$ cat src/rtl/memory_responder.sv
// Memory responder: issues load/store requests to a 1-cycle synchronous RAM and
// returns in-order completions through a credit-protected response FIFO.
module memory_responder #(
  parameter int DEPTH  = 4,
  parameter int ADDR_W = 16
) (
  input  logic              clk,
  input  logic              rst,
  input  logic [ADDR_W-1:0] req_addr,
  input  logic [4:0]        req_dest_reg,
  input  logic [7:0]        req_data,
  input  logic [7:0]        req_dest_arch_regs,
  input  logic              req_store,
  input  logic              req_valid,
  output logic              req_ready,
  output logic              mem_en,
  output logic              mem_we,
  output logic [ADDR_W-1:0] mem_addr,
  output logic [7:0]        mem_wdata,
  input  logic [7:0]        mem_rdata,
  output logic [4:0]        resp_dest_reg,
  output logic [7:0]        resp_data,
  output logic [7:0]        resp_dest_arch_regs,
  output logic              resp_store,
  output logic              resp_valid,
  input  logic              resp_ready
);

  localparam int PTR_W = (DEPTH > 1) ? $clog2(DEPTH) : 1;
  localparam int CNT_W = PTR_W + 1;
  localparam logic [CNT_W-1:0] DEPTH_C = CNT_W'(DEPTH);

  typedef struct packed {
    logic [4:0] dest_reg;
    logic [7:0] data;
    logic [7:0] arch;
    logic       store;
  } entry_t;

  logic             accept_s;
  logic             push_s;
  logic             pop_s;
  logic [CNT_W-1:0] pending_s;
  entry_t           push_entry_s;
  entry_t           head_s;

  logic             inflight_r;
  logic [4:0]       s1_dest_reg_r;
  logic [7:0]       s1_data_r;
  logic [7:0]       s1_arch_r;
  logic             s1_store_r;

  entry_t           fifo_r [DEPTH];
  logic [PTR_W-1:0] wr_ptr_r;
  logic [PTR_W-1:0] rd_ptr_r;
  logic [CNT_W-1:0] occ_r;

  // Credit check counts the in-flight slot so a push can never hit a full FIFO
  always_comb begin
    pending_s = occ_r + CNT_W'(inflight_r);
    if (rst) begin
      req_ready = 1'b0;
    end else if (pending_s < DEPTH_C) begin
      req_ready = 1'b1;
    end else begin
      req_ready = 1'b0;
    end
    accept_s  = req_valid & req_ready;
    mem_en    = accept_s;
    mem_we    = accept_s & req_store;
    mem_addr  = req_addr;
    mem_wdata = req_data;
  end

  // Stage 1: hold request metadata while the RAM read is outstanding
  always_ff @(posedge clk or posedge rst) begin
    if (rst) begin
      inflight_r    <= 1'b0;
      s1_dest_reg_r <= 5'd0;
      s1_data_r     <= 8'd0;
      s1_arch_r     <= 8'd0;
      s1_store_r    <= 1'b0;
    end else begin
      inflight_r <= accept_s;
      if (accept_s) begin
        s1_dest_reg_r <= req_dest_reg;
        s1_data_r     <= req_data;
        s1_arch_r     <= req_dest_arch_regs;
        s1_store_r    <= req_store;
      end
    end
  end

  // Stage 2 entry build and FIFO head presentation
  always_comb begin
    push_s                = inflight_r;
    push_entry_s.dest_reg = s1_dest_reg_r;
    push_entry_s.arch     = s1_arch_r;
    push_entry_s.store    = s1_store_r;
    if (s1_store_r) begin
      push_entry_s.data = s1_data_r;
    end else begin
      push_entry_s.data = mem_rdata;
    end
    head_s              = fifo_r[rd_ptr_r];
    resp_valid          = (occ_r != {CNT_W{1'b0}});
    pop_s               = resp_valid & resp_ready;
    resp_dest_reg       = head_s.dest_reg;
    resp_data           = head_s.data;
    resp_dest_arch_regs = head_s.arch;
    resp_store          = head_s.store;
  end

  // Response FIFO storage, pointers and occupancy; entries clear so outputs read 0 in reset
  always_ff @(posedge clk or posedge rst) begin
    if (rst) begin
      for (int i = 0; i < DEPTH; i++) begin
        fifo_r[i] <= entry_t'(22'd0);
      end
      wr_ptr_r <= {PTR_W{1'b0}};
      rd_ptr_r <= {PTR_W{1'b0}};
      occ_r    <= {CNT_W{1'b0}};
    end else begin
      if (push_s) begin
        fifo_r[wr_ptr_r] <= push_entry_s;
        wr_ptr_r         <= wr_ptr_r + PTR_W'(1);
      end
      if (pop_s) begin
        rd_ptr_r <= rd_ptr_r + PTR_W'(1);
      end
      case ({push_s, pop_s})
        2'b10:   occ_r <= occ_r + CNT_W'(1);
        2'b01:   occ_r <= occ_r - CNT_W'(1);
        default: occ_r <= occ_r;
      endcase
    end
  end

  // Overflow guard on the credit scheme
  always @(posedge clk) begin
    if (!rst) begin
      assert (!(push_s && (occ_r == DEPTH_C)));
      assert (occ_r <= DEPTH_C);
    end
  end

endmodule

$ cat config.mk
export PLATFORM = sky130hd
export DESIGN_NAME = memory_responder
export DESIGN_NICKNAME = d
export VERILOG_FILES = /design/src/rtl/memory_responder.sv
export SDC_FILE = /design/constraint.sdc
export NUM_CORES = 1
export LEC_CHECK = 0
export CORE_MARGIN = 2
export CORE_UTILIZATION = 40
export DETAILED_ROUTE_END_ITERATION = 10
export HOLD_SLACK_MARGIN = 0.15
export PLACE_DENSITY = 0.66
export SLEW_MARGIN = 0
export SYNTH_ARGS = -nofsm -noshare
export SYNTH_HDL_FRONTEND = slang
export SYNTH_SLANG_ARGS = --single-unit
$ cat constraint.sdc
create_clock -name clk -period 7.3 [get_ports clk]
set_input_delay 1.46 -clock clk [delete_from_list [all_inputs] [get_ports clk]]
set_output_delay 1.46 -clock clk [all_outputs]
set_load 0.02 [all_outputs]
==> reports/qor.txt <==
Status: complete, no violations
DR WL met2: 5140 microns
CP Launch Type: input pin
Worst skew pair latency: 0.41 ns
Vias post-DR: 3019
Setup Skew: 0.00619 ns
Max Cap Viol: 0
Initial antenna violation count: 0
Wire per inst: 17.4 microns
DRC Markers: 0
EDFF count, synth: 0
Final Max Slew Viols: 0
Fin nets: 474
Max Buffers Root-to-Sink: 2
Clock Root Buffer: clkbuf_16
FF-to-FF End: s1_data_r[7]$_DFFE_PP0P_
Crit path to: mem_we
Final setup fails: 0
Peak supply drop: 0.000194 V
Die Footprint: 14300 sq um
Tcrit/Tclk final: 72.3%
First-pass GRT wire length: 17400 microns
Worst r2r path cells: 4
N_diodes: 0
CTS Buf Count: 17
Drt first pass iters: 4
Largest net degree at the start of global routing: 71
Vias in the first global route: 3314
Layout cells sized above 1: 32.7%
Yosys cell types: 26
Hold Fails Final Rpt: 0
Initial core utilization: 40.6%
Crit path time final: 5.28 ns
Yosys top cell area share: 55.4%
Setup_tns: 0 ns
Synth warnings: 0
Overflow after GRT: 0
Post-synthesis async set-or-reset flop share: 100%
Post-synth top cells: dfrtp_1 (118), mux2_2 (60), nand2_1 (38)
Post-Syn Instances: 371
H-tree depth: 4
Worst-Margin Slew: 0.867 ns
Util after Layout: 50.3%
Critical Path Start: rst
CTS sink count: 118
Port Buffers: 67
Crit path kind: in -> out
Cell area after synthesis: 5330 sq um
# IOs: 100
Core footprint: 13100 sq um
R2R Path Start: inflight_r$_DFF_PP0_
Met1 WL: 4830 microns
GRT Overall Usage: 16.2%
DRT Wirelength: 10500 microns
Cell with the most instances after synthesis: dfrtp_1
Min-delay worst type: reg -> reg
Synthesized net count: 427
Post CTS Setup Buffer Count: 0
Multi-input logic area: 2030 sq um
RSZ-0062 raised after global routing: false
Mean Syn Cell Area: 14.4 sq um
Number of DRC markers in iteration 0: 165
Cts hold-fix bufs: 0
FF+latch area: 2950 sq um
ANT nets after route: 0
CTS resizes: 0
Met3 WL: 402 microns
Critical path data required time: 5.84 ns
Ys flop type: dfrtp_1
Die Span Y: 119 microns
Synthesized flop and latch total: 118
Leak pwr: 2.96 nW
Ranking of synthesized cells by area: dfrtp_1 (55%), mux2_2 (13%), mux4_2 (9.3%), mux2_4 (5.1%), buf_4 (3.4%)
Area growth, synth to finish: 23.8%
Top routing layer in use: met4
Pwr/cell area: 502 nW/um^2
Row Count: 42
FF-to-FF setup slack: 5.08 ns
Gpl congestion: 0.748
CP Capture Type: primary output
Post-DP HPWL: 6610 microns
Total power: 3.31 mW
Seq/Total Area, Yosys: 55.4%
Max FO, Critical Path: 51
Die W: 119 microns
Fmax: 189 MHz
Synth area leader: dfrtp_1
Critical path arrival: 3.82 ns
CTS tree: done
Slew headroom: 42.2%
Clock-pin slew on the worst setup and hold paths: 0.05 ns
Fillcell total: 1113
Vias per inst: 4.97
==> cell usage in the layout, fill, tap and decap left out <==
master,count
clkinv_2,5
inv_4,1
fa_1,1
o211a_1,1
o31a_1,1
mux2_4,18
clkdlybuf4s50_1,67
clkbuf_16,17
inv_1,6
dfrtp_1,117
xnor2_1,2
and2_1,1
dfrtp_2,1
nand2_1,38
mux4_2,22
or3_1,1
clkbuf_1,1
nor2_1,1
ha_1,5
and4_4,1
o21ai_0,33
clkbuf_8,5
a31oi_1,1
mux2_2,60
bufinv_16,4
o21a_1,1
buf_4,7
mux2i_1,9
xor2_1,4
==> metal layers <==
metal | up-vias | global-route usage (%)
met2 | 62 | 26.4
li1 | 1389 | -
met3 | 19 | 4.60
met4 | 0 | 6.32
met5 | - | 0
met1 | 1549 | 20.4
==> flip-flops by register name, indices dropped and copies added (netlist names) <==
name / flops
fifo_r: 88
s1_arch_r: 8
s1_data_r: 8
s1_dest_reg_r: 5
occ_r: 3
rd_ptr_r: 2
wr_ptr_r: 2
inflight_r: 1
s1_store_r: 1
==> through the flow <==
| step | setup slack (ns) | hold WS [ns] | area (sq um) | instances |
|---|---|---|---|---|
| after floorplan | 0.985 | 0.445 | 5330 | 371 |
| after global placement | 1.97 | 0.457 | 5960 | 575 |
| after detailed placement | 1.97 | 0.468 | 5960 | 575 |
| after CTS | 1.95 | 0.480 | 6600 | 607 |
| after global routing | 1.81 | 0.500 | 6600 | 607 |
| final | 2.02 | 0.477 | 6600 | 607 |
==> kinds of logic after synthesis <==
| family | count (synthesis) | share of synthesized area (%) |
|---|---|---|
| AO/OA/AOI/OAI | 37 | 3.71 |
| XOR/XNOR | 6 | 0.985 |
| adder cells (fa/ha/maj) | 6 | 1.55 |
| buffers and inverters | 53 | 6.50 |
| flip-flops | 118 | 55.4 |
| multiplexers | 109 | 28.7 |
| AND/OR/NAND/NOR | 42 | 3.19 |
==> worst max-delay path, stage by stage <==
cell and delay [ns]:
clkdlybuf4s50_1 0.46, inv_4 0.47, o211a_1 0.60, and2_1 0.21, clkdlybuf4s50_1 0.60
==> worst min-delay path by stage <==
stage / start / end / cells past startpoint
after floorplan: fifo_r[31]$_DFFE_PP0P_ / fifo_r[31]$_DFFE_PP0P_ / 2
after global placement: fifo_r[76]$_DFFE_PP0P_ / fifo_r[76]$_DFFE_PP0P_ / 2
after detailed placement: fifo_r[34]$_DFFE_PP0P_ / fifo_r[34]$_DFFE_PP0P_ / 2
after CTS: fifo_r[34]$_DFFE_PP0P_ / fifo_r[34]$_DFFE_PP0P_ / 2
after global routing: fifo_r[55]$_DFFE_PP0P_ / fifo_r[55]$_DFFE_PP0P_ / 2
final: fifo_r[82]$_DFFE_PP0P_ / fifo_r[82]$_DFFE_PP0P_ / 2
==> layout make-up <==
cell class	instances	area share [%]
timing repair buffer	74	11.0
multi-input combinational	200	30.8
clock buffer	23	7.54
tap	176	3.33
inverter	7	0.436
sequential	118	44.7
clock inverter	9	2.20
==> where the power goes <==
part | leakage [nW] | switching, mW | total (mW) | internal (mW)
registers | 1.44 | 0.262 | 1.24 | 0.975
clock network | 0.323 | 0.276 | 0.889 | 0.613
logic | 1.20 | 0.492 | 1.19 | 0.694
total | 2.96 | 1.03 | 3.31 | 2.28
No activity file was read; power rests on OpenSTA's default activity.
